[config.mk]
export PLATFORM = sky130hd
export DESIGN_NAME = step_seq
export DESIGN_NICKNAME = d
export VERILOG_FILES = /design/src/rtl/step_seq.sv
export SDC_FILE = /design/constraint.sdc
export NUM_CORES = 1
export LEC_CHECK = 0
export CORE_ASPECT_RATIO = 0.6
export CORE_MARGIN = 2
export CORE_UTILIZATION = 45
export CTS_CLUSTER_SIZE = 25
export DETAILED_ROUTE_END_ITERATION = 8
export GPL_TIMING_DRIVEN = 0
export PLACE_DENSITY_LB_ADDON = 0.25
export SLEW_MARGIN = 10
export SYNTH_ARGS = -nofsm -noshare
export SYNTH_HDL_FRONTEND = slang
export SYNTH_SLANG_ARGS = --single-unit
[constraint.sdc]
create_clock -name clk -period 5.6 [get_ports clk]
set_input_delay 1.12 -clock clk [delete_from_list [all_inputs] [get_ports clk]]
set_output_delay 1.12 -clock clk [all_outputs]
set_load 0.03 [all_outputs]
[src/rtl/step_seq.sv]
// Step sequencer: walks a small pattern memory at a programmable tempo,
// emitting an oscillator count, a one-cycle trigger and a timed note gate per step.
module step_seq #(
  parameter int NSTEPS = 8
) (
  input  logic                        clk,
  input  logic                        rst_n,
  input  logic                        run,
  input  logic [15:0]                 tempo_div,
  input  logic [15:0]                 gate_len,
  input  logic [$clog2(NSTEPS)-1:0]   last_step,
  input  logic                        wr_en,
  input  logic [$clog2(NSTEPS)-1:0]   wr_addr,
  input  logic [32:0]                 wr_data,
  output logic [31:0]                 osc_count,
  output logic                        trig,
  output logic                        gate,
  output logic [$clog2(NSTEPS)-1:0]   step_idx,
  output logic                        busy
);

  localparam int AW = $clog2(NSTEPS);

  typedef enum logic {IDLE, RUN} state_t;

  state_t          state_q;
  logic [15:0]     tick_q;
  logic [15:0]     gcnt_q;
  logic [32:0]     mem_q [NSTEPS];

  logic            tick_hit_d;
  logic [AW-1:0]   nxt_idx_d;
  logic [AW-1:0]   ld_idx_d;
  logic [32:0]     ld_ent_d;

  // Step to load on this edge: entry 0 when starting, otherwise the successor.
  always_comb begin
    tick_hit_d = (tick_q == tempo_div);
    nxt_idx_d  = (step_idx >= last_step) ? '0 : step_idx + AW'(1);
    ld_idx_d   = (state_q == IDLE) ? '0 : nxt_idx_d;
    ld_ent_d   = mem_q[ld_idx_d];
  end

  always_ff @(posedge clk or negedge rst_n) begin
    if (!rst_n) begin
      state_q   <= IDLE;
      tick_q    <= '0;
      gcnt_q    <= '0;
      osc_count <= '0;
      trig      <= 1'b0;
      gate      <= 1'b0;
      step_idx  <= '0;
      busy      <= 1'b0;
      for (int i = 0; i < NSTEPS; i++) mem_q[i] <= '0;
    end else begin
      if (wr_en) mem_q[wr_addr] <= wr_data;
      case (state_q)
        IDLE: begin
          if (run) begin
            state_q   <= RUN;
            busy      <= 1'b1;
            step_idx  <= '0;
            tick_q    <= '0;
            osc_count <= ld_ent_d[31:0];
            trig      <= ld_ent_d[32];
            gate      <= ld_ent_d[32];
            gcnt_q    <= '0;
          end
        end
        RUN: begin
          // Stopping wins over a boundary landing on the same cycle.
          if (!run) begin
            state_q  <= IDLE;
            busy     <= 1'b0;
            trig     <= 1'b0;
            gate     <= 1'b0;
            step_idx <= '0;
            tick_q   <= '0;
            gcnt_q   <= '0;
          end else if (tick_hit_d) begin
            tick_q    <= '0;
            step_idx  <= nxt_idx_d;
            osc_count <= ld_ent_d[31:0];
            trig      <= ld_ent_d[32];
            gate      <= ld_ent_d[32];
            gcnt_q    <= '0;
          end else begin
            tick_q <= tick_q + 16'd1;
            trig   <= 1'b0;
            if (gate) begin
              if (gcnt_q == gate_len) gate <= 1'b0;
              else gcnt_q <= gcnt_q + 16'd1;
            end
          end
        end
        default: state_q <= IDLE;
      endcase
    end
  end

endmodule

# After elaboration in Yosys (flattened, before gate mapping)
# Index checks and enable logic that the tools add are counted.
# op_classes
order_cmp	4
div	0
multipliers	0
bitwise	3
shifts	0
n_eq_ne	9
n_addsub	3
reduce_logical	5
muxes	38
# op_table
cell	n
bitwise mux 264 bit	1
two-way mux 16 bit	7
binary-select mux 33 bit (select 3 bit)	1
demux 33 bit (select 3 bit)	1
two-way mux 33 bit	3
two-way mux 32 bit	3
one-hot mux 16 bit (2 select lines)	2
one-hot mux 32 bit (2 select lines)	1
adder 16 x 1 -> 16 bit (second input constant)	2
equality test 16 bit	2
two-way mux 3 bit	5
two-way mux 1 bit	10
>= comparator 4 bit (second input constant)	2
inverter 3 -> 4 bit	2
!= test 2 bit (second input constant)	3
one-hot mux 1 bit (2 select lines)	3
one-hot mux 3 bit (2 select lines)	1
AND reduction 3 bit	2
< comparator 4 x 1 -> 1 bit (second input constant)	1
!= test 4 x 3 -> 1 bit (second input constant)	1
!= test 4 bit (second input constant)	1
AND reduction 2 bit	2
adder 3 x 1 -> 3 bit (second input constant)	1
>= comparator 3 bit	1
4 further kinds	4
# totals
ramBits	0
input_bits	75
out_inout_bits	38
latch_bits	0
word_cells	78
mem_bits_ro	0
mem_count	0
register_bits	335

# Longest topological paths before layout
# Gate-level depths: netlist (run 1).
# depth
word_depth	10
depth_mapped	11
depth_no_buf	8

# Least setup slack after synthesis (run 1)
# Ideal clock, no wire load.
# synth_timing
path_type	input port to flip-flop
startpoint	input tempo_div[5]
endpoint	register gcnt_q[4]
setup_ns	0.140
t_required_ns	5.460
arrival_time_ns	2.941
path_stages	9
setup_slack_ns	2.518
path_buffers	3
path_cell_list	xnor2_1 > nand4_1 > or4_1 > buf_2 > a31o_1 > clkbuf_1 > clkbuf_1 > o31ai_1 > a21oi_1
# synth_via
elab_chain_len	4
elab_cells_between_ends	7
classes_between	eq/ne: 3; mux: 3; reduce/logical: 1
# synth_rtl
element	line_no	rtl
start, declared	9	input logic [15:0] tempo_div,
equality test 16 bit *	38	tick_hit_d = (tick_q == tempo_div);
two-way mux 16 bit	80	end else if (tick_hit_d) begin
two-way mux 16 bit	72	if (!run) begin
one-hot mux 16 bit (2 select lines)	57	case (state_q)
end signal, assigned	92	else gcnt_q <= gcnt_q + 16'd1;
end, declared	28	logic [15:0] gcnt_q;
# Mark *: on every way between the ends. The rest lies on a longest branch, timed or not.
# A chain may end at the register's enable or synchronous reset.

# Final worst setup path (run 1)
# layout_timing
startpoint	register step_idx[0]
endpoint	register osc_count[6]
# layout_via
elab_chain_len	10
elab_cells_between_ends	12
classes_between	add/sub: 1; order compare: 1; mux: 9; bitwise: 1
# layout_rtl
element	line_no	rtl
start, declared	18	output logic [$clog2(NSTEPS)-1:0] step_idx,
start signal, assigned	82	step_idx <= nxt_idx_d;
adder 3 x 1 -> 3 bit / >= comparator 3 bit (equally long branches)	39	nxt_idx_d = (step_idx >= last_step) ? '0 : step_idx + AW'(1);
two-way mux 3 bit *	39	
two-way mux 3 bit *	40	ld_idx_d = (state_q == IDLE) ? '0 : nxt_idx_d;
inverter 3 -> 4 bit (not written as such) *	41	ld_ent_d = mem_q[ld_idx_d];
binary-select mux 33 bit (select 3 bit) *	41	
two-way mux 33 bit (not written as such) * (2 in a row)	41	
two-way mux 32 bit	80	
two-way mux 32 bit	72	
one-hot mux 32 bit (2 select lines) *	57	
end signal, assigned	64	osc_count <= ld_ent_d[31:0];
end signal, assigned	83	osc_count <= ld_ent_d[31:0];
end, declared	15	output logic [31:0] osc_count,
# Mark *: on every way between the ends. The rest lies on a longest branch, timed or not. The select of a mux whose other input is x is not followed.

==> results of run 1 <==
worst register-to-register path: stages (launching register included):
cell,delay [ns]
dfrtp_1,0.37
clkbuf_1,0.41
inv_1,0.25
ha_1,0.33
nand2b_1,0.11
a21oi_1,0.13
o2111ai_1,1.00
clkbuf_1,0.55
o22ai_1,0.15
or3_1,0.46
a31oi_1,0.19
per-stage QoR:
step	TNS, ns	worst slack [ns]	instance area [sq um]
finish	0	1.56	18400
global route	0	1.32	18400
CTS	0	1.69	18400
detailed placement	0	1.06	17400
global placement	-3741.36	-11.21	17300
floorplan	0	2.52	15700
cell type report:
cell class / count / area (sq um) / share of cell area, %
clock buffer: 45 / 878 / 4.76
sequential: 335 / 8380 / 45.5
tap: 459 / 574 / 3.12
multi-input combinational: 846 / 6880 / 37.3
antenna: 1 / 2.50 / 0.0136
inverter: 16 / 60.1 / 0.326
clock inverter: 7 / 110 / 0.597
timing repair buffer: 111 / 1170 / 6.34
buffer: 96 / 380 / 2.06
cells in the mapped netlist (all sizes together) (2+ instances only):
cell	instances	area [sq um]
o31a	32	280
inv	16	60.1
nand4b	3	26.3
or4	11	82.6
dfrtp	335	8380
ha	9	113
o21bai	2	15.0
a21oi	48	240
and3	5	31.3
nand2b	38	238
nor4	2	18.8
clkbuf	89	334
nor2	22	82.6
a31oi	35	219
mux2i	5	50.1
nor3	16	80.1
o32ai	32	280
and2	4	25.0
xnor2	34	298
nor3b	3	22.5
nand2	28	105
o22ai	32	200
nand4	14	87.6
o21ai	94	470
or3	36	225
mux2	267	3010
a31o	2	17.5
xor2	3	26.3
nand3	8	40.0
and4	2	17.5
o221a	32	360
o2111ai	2	17.5
o31ai	10	75.1
buf	7	46.3
nand3b	3	22.5
cells by family (layout without fill, tap and decap cells):
group / count (synthesis) / after routing
DFF: 335 / 335
muxes: 272 / 272
buffers and inverters: 112 / 275
adders and majority gates: 9 / 9
AOI/OAI and AO/OA: 330 / 330
other: 0 / 1
and+or+nand+nor: 198 / 198
xor gates and xnor gates: 37 / 37
state kept, by name (all words and copies together) (netlist names):
register and count:
step_idx 3, trig 1, busy 1, mem_q 264, gate 1, osc_count 32
state_q 1, gcnt_q 16, tick_q 16
layer usage:
metal  routed length, microns  up-vias  part of all wire (%)
met2                    19000      397                    42
met4                      677        0                   1.5
met5                        0        -                     0
met3                     3290       44                   7.3
li1                         -     5157                     -
met1                    22100     5943                    49
power breakdown:
part / total [uW] / switching [uW] / leakage [uW] / internal [uW]
clock network: 2140 / 926 / 0.000487 / 1210
registers: 3190 / 285 / 0.00406 / 2910
logic: 1380 / 693 / 0.00278 / 689
path summary, 6_finish.rpt:
kind                                endpoint  depth (start not counted)   startpoint  slack (ns)
worst min register to register    mem_q[118]                          1   mem_q[118]        0.50
min in group clk                  mem_q[118]                          1   mem_q[118]        0.50
max in group asynchronous       osc_count[4]                          3        rst_n        3.87
worst min-delay path               mem_q[91]                          1        rst_n        0.45
worst max-delay path            osc_count[6]                         10  step_idx[0]        1.56
worst max register to register  osc_count[6]                         10  step_idx[0]        1.56
==> out/qor.csv, run 1 <==
metric,value,unit
status,finished clean,
grt_max_degree,108,
tightest_slew,1.23,ns
io_pins,113,
slowest_delay,1.00,ns
nets,1521,
initial_core_util,46.1,%
final_cells,1916,
grt.total_usage,25.2,%
critPathTopFamily,compound AO/OA/AOI/OAI gates,
cap_violations,0,
synthXorXnorAreaFrac,2.06,%
h-tree-depth,1,
post-route-period-util,72.1,%
crit_path_start_kind,register,
power.density,364,mW/mm^2
ys.flop_type,dfrtp_1,
cp_max_fo,10,
synth_compound_gate_area_share,14.3,%
final-hold-violation-count,0,
postCtsHoldBufs,0,
fillers,2894,
ys_ff_latch,335,
worstPathArrival,4.52,ns
cp-end-kind,register,
synth.distinct_cells,52,
synth_top_family_by_area,multiplexers,
hpwl,30100,microns
setup_violations,0,
whs,0.445,ns
syn_area,0.0157,sq mm
synthArstFlopShare,100,%
yosysSeqAreaShare,53.4,%
drive_gt1_share,24.5,%
cts_tree,built,
hold_class,in -> async,
worst_path_most_repeated_cell,clkbuf_1,
drt-vias-per-instance,6.02,
synth_edf_count,0,
maxSlewHeadroom,18.0,%
vias,11500,
core_region_area,0.0340,sq mm
cts_buffers,31,
fin_util,54.2,%
grt_antenna_before_repair,1,
grt_pass1_wl,70400,microns
cp_data_required_time,6.08,ns
drv_slew,0,
syn_nets,1377,
drc,0,
crit_buf_inv,3,
ys.warnings.count,0,
synthAdderAreaFrac,0.718,%
rsz0062_at_grt,no,
place_congestion,0.837,
cts.sinks,335,
cp_slowest_cell,o2111ai_1,
dr.pass1.iters,5,
fin_crit,4.04,ns
peakVddDrop,0.233,mV
mostFrequentLayoutCells,"335 x dfrtp_1, 267 x mux2_2, 107 x clkdlybuf4s50_1, 98 x clkbuf_1, 90 x o21ai_0",
die_h,149,microns
p_leak,0.00733,uW
cts_root_buffer,clkbuf_16,
skew,0.0134,ns
grt_util_met3,5.21,%
rows,52,
insertion_delay,0.57,ns
grt_pass1_vias,11600,
grt_use_met1,39.6,%
final_common_cell,dfrtp_1,
use_met2,35.6,%
antenna_left,0,
drt_iter0_drc,922,
postSynthCellCount,1293,
fp.dieW,245,microns
cts_setup_buffers,0,
cts-resized-gates,0,
wl,45100,microns
dieArea,0.0364,sq mm
wl_per_cell,23.5,microns
clk_path_buf_depth,3,
dp_cells,1863,
top_usage_layer,met1,
synthMuxAreaShare,19.5,%
setup.worst_path.class,reg -> reg,
fin_total_pwr,6720,uW
synthSimpleGateAreaFrac,7.18,%
port_buffers,108,
crit_chain,clkbuf_1 > inv_1 > ha_1 > nand2b_1 > a21oi_1 > o2111ai_1 > clkbuf_1 > o22ai_1 > or3_1 > a31oi_1,
clk_pin_slew,0.06,ns
fmax,248,MHz
avgSynthCellArea,12.1,sq um
grt_overflow_total,0,
syn_to_final_growth,17.5,%
No activity file was read; power rests on OpenSTA's default activity.
==> run 2: changes to the inputs <==
Clock period 5.6 ns to 3.55 ns, I/O delays scaled along.
==> run 2 against run 1 <==
Cell count is essentially flat. Total power increased by 58%. Die area unchanged. Sequential share of layout area decreased by 0.13 points. Clock power rose by 57%. Setup slack worse by 1.4 ns. Critical path type is now in -> reg. Largest cell class unchanged. Highest routed layer unchanged.
==> out/qor.csv, run 2 (same netlist as run 1, synthesis figures left out) <==
metric,value,unit
cts.sinks,335,
regMostFlops,mem_q,
fmax,299,MHz
status,finished clean,
clk_pin_slew,0.07,ns
grt.total_usage,25.2,%
tightest_slew,1.19,ns
drc,0,
antenna_left,0,
crit_path_start_kind,input pin,
cp-endpoint,osc_count[28],
peakVddDrop,0.366,mV
dp_cells,1863,
grt_antenna_before_repair,1,
fp.dieW,245,microns
wl_per_cell,23.5,microns
setup_ws,0.204,ns
cp_max_fo,10,
setup_violations,0,
setup.worst_path.class,in -> reg,
fin_total_pwr,10600,uW
postCtsHoldBufs,0,
cp-startpoint,tempo_div[15],
h-tree-depth,1,
cts-resized-gates,10,
post-place-ws,-0.580,ns
nets,1520,
hpwl,30100,microns
place_congestion,0.837,
drv_slew,0,
cts_setup_buffers,0,
clk_path_buf_depth,3,
hold_class,in -> async,
dr.pass1.iters,5,
rr_worst_depth,10,
insertion_delay,0.57,ns
rsz0062_at_grt,no,
wl,45000,microns
port_buffers,108,
grt_pass1_wl,70500,microns
syn_to_final_growth,17.8,%
drt-vias-per-instance,6.04,
grt_max_degree,108,
dieArea,0.0364,sq mm
drt_iter0_drc,996,
post-route-period-util,94.3,%
p_leak,0.00736,uW
cp_data_required_time,3.98,ns
r2r_start,step_idx[0],
grt_overflow_total,0,
final_cells,1915,
skew,0.0122,ns
grt_pass1_vias,11700,
reg_top3,"mem_q x264, osc_count x32",
rows,52,
cts_tree,built,
cap_violations,0,
fillers,2894,
maxSlewHeadroom,20.6,%
drive_gt1_share,25.8,%
mostFrequentLayoutCells,"334 x dfrtp_1, 267 x mux2_2, 107 x clkdlybuf4s50_1, 90 x o21ai_0, 84 x clkbuf_1",
cts_root_buffer,clkbuf_16,
io_pins,113,
largest_reg_flops,264,
reg2reg_to,osc_count[17],
worstPathArrival,3.78,ns
ff2ff_setup_slack,0.32,ns
final-hold-violation-count,0,
fin_crit,3.35,ns
core_region_area,0.0340,sq mm
power.density,573,mW/mm^2
final_common_cell,dfrtp_1,
cp-end-kind,register,
initial_core_util,46.1,%
die_h,149,microns
vias,11600,
cts_buffers,31,
[run 2: cell types whose count changed in the layout (fill, tap and decap cells not counted), sizes merged]
cell / delta
buf: +1
clkbuf: -2
[run 2: layout make-up]
type                            instances  area, sq um  area share, %
Antenna cell                            1         2.50         0.0135
Buffer                                 95          392           2.12
Clock buffer                           45          878           4.75
Clock inverter                          7          110          0.595
Inverter                               16         60.1          0.325
Multi-Input combinational cell        846         6920           37.4
Sequential cell                       335         8380           45.3
Tap cell                              459          574           3.11
Timing Repair Buffer                  111         1170           6.32
[run 2: per-stage QoR]
step           area, sq um  hold WS (ns)  utilization (%)   TNS, ns
6_report             18500        0.0304             54.3         0
5_1_grt              18500        0.0571             54.3         0
4_1_cts              18400        0.0406             54.2         0
3_5_place_dp         17400         0.486             51.2    -16.46
3_3_place_gp         17300         0.471             51.0  -4306.43
2_1_floorplan        15700         0.414                -         0
[run 2: critical path: stages]
cell and delay (ns):
clkdlybuf4s50_1 0.42, xnor2_1 0.22, nand4_1 0.16, or4_1 0.58, buf_2 0.19, mux2i_2 0.46, and2_1 0.20, clkbuf_1 0.32
buf_2 0.38, a31oi_1 0.15
[run 2: power breakdown]
part	internal [uW]	switching [uW]
sequential	4590	457
combinational	1090	1100
clock	1910	1450
total	7590	3000
[run 2: worst min path at each step]
stage          startpoint        end  slack (ns)
3_5_place_dp         trig       trig        0.49
2_1_floorplan       rst_n       busy        0.41
3_3_place_gp         trig       trig        0.47
4_1_cts             rst_n  mem_q[58]        0.04
6_report            rst_n  mem_q[91]        0.03
5_1_grt             rst_n  mem_q[91]        0.06
[run 2: routing by layer]
layer  GRT usage, %  wire length [microns]  share of wire, %
met4           5.18                    788               1.8
met1           39.6                  22300                50
met3           5.18                   3160               7.0
met2           35.6                  18800                42
met5              0                      0                 0
==> RTL edit: new RTL, flow settings as in run 1 <==
Change the parameter `NSTEPS` from 8 to 16.
--- a/src/rtl/step_seq.sv
+++ b/src/rtl/step_seq.sv
@@ -2,5 +2,5 @@
 // emitting an oscillator count, a one-cycle trigger and a timed note gate per step.
 module step_seq #(
-  parameter int NSTEPS = 8
+  parameter int NSTEPS = 16
 ) (
   input  logic                        clk,
Interface: changed (resized last_step, step_idx and wr_addr); port bits go from 113 to 116. No check against the original RTL was run, so the function may have changed too.
==> RTL edit against run 1 <==
Count of clock-buffer cells in the layout is 37 higher; routed wire length is 75% higher; sequential cell count is 265 higher; cell area is 74% higher; first-iteration DRC count is 97% higher; largest power group unchanged; total power is 93% higher; via count is 60% higher; non-clock buffer count is 87 higher; critical endpoint is now osc_count[12]; highest routed layer is now met5; synthesized area is 77% higher; synthesized cell count is 55% higher; combinational power is 130% higher; setup slack worse by 0.38 ns.
==> RTL edit: results (changes against run 1) <==
stage,metric,value,unit,change
run_status,outcome,completed,,
finish,final_layout_size_suffix_gt1_share,37.4,%,+13 points
place,io_buffers,115,,+6.5%
logic_synthesis,syn-num-nets,2089,,+52%
power_and_ir_drop,pg_clk,3880,uW,+81%
detailed_routing,wl_met3,6730,um,+100%
detailed_routing,vias,18400,,+60%
global_route,grt_pass1_vias,18800,,+62%
finish,fin_nets,2268,,+49%
logic_synthesis,synth_cell_types,53,,+1.9%
finish,top_regs,"mem_q: 528 flops, osc_count: 32 flops",,
global_route,met1_usage,37.4,%,-2.2 points
detailed_routing,wl_met2,33400,um,+76%
finish,finalNonFillerCells,3053,,+59%
worst_setup_path,ff2ff_path_depth,8,,-2
logic_synthesis,synthTopCellsByCount,"627 x mux2_2, 600 x dfrtp_1, 130 x clkbuf_1, 98 x o22ai_1, 88 x nor2_1",,
worst_setup_path,critPathLaunch,step_idx[1],,
floorplan,core_area,61000,sq um,+79%
floorplan,die_w,325,um,+33%
clocking,cts_buffers,56,,+81%
logic_synthesis,yosysSeqAreaShare,54.0,%,+0.59 points
global_route,met2_usage,35.6,%,about the same
logic_synthesis,syn_area_per_cell,13.9,sq um,+14%
clocking,h-tree-depth,2,,+1
timing,worst_pin_slew,1.30,ns,+0.0733 ns
power_and_ir_drop,vdd_drop_max,0.260,mV,+11%
logic_synthesis,yosys-top-cells-area,"dfrtp_1 54%, mux2_2 25%, mux4_2 5.3%, o22ai_1 2.2%, clkbuf_1 1.8%",,
worst_setup_path,critical_path.max_stage_delay,0.95,ns,-0.05 ns
global_route,grt_pass1_wl,120000,um,+70%
power_and_ir_drop,leakage,0.0132,uW,+80%
place,routabilityCongestion,0.863,,+3.0%
worst_setup_path,timing.rr.end,osc_count[12],,
worst_setup_path,crit_arrival,4.94,ns,+0.42 ns
==> RTL edit: area by class of cell <==
type | count | area [sq um] | area share [%]
diodes | 2 | 5.00 | 0.0156
clock inverters | 18 | 158 | 0.493
flip-flops and latches | 600 | 15000 | 46.9
multi-input cells | 1215 | 12000 | 37.6
inverters | 14 | 52.6 | 0.164
clock buffers | 82 | 1680 | 5.25
well taps | 828 | 1040 | 3.24
repair buffers | 121 | 1320 | 4.13
plain buffers | 173 | 691 | 2.16
==> RTL edit: kinds of logic (layout without fill, tap and decap cells) <==
| group | after synthesis | in the layout | synth area share, % |
|---|---|---|---|
| compound gates | 233 | 233 | 6.08 |
| xor+xnor | 38 | 38 | 1.22 |
| fa+ha+maj | 10 | 10 | 0.450 |
| buf+inv | 187 | 408 | 2.67 |
| flops | 600 | 600 | 54.0 |
| mux | 727 | 727 | 32.0 |
| other cells | 0 | 2 | 0 |
| simple gates | 207 | 207 | 3.61 |
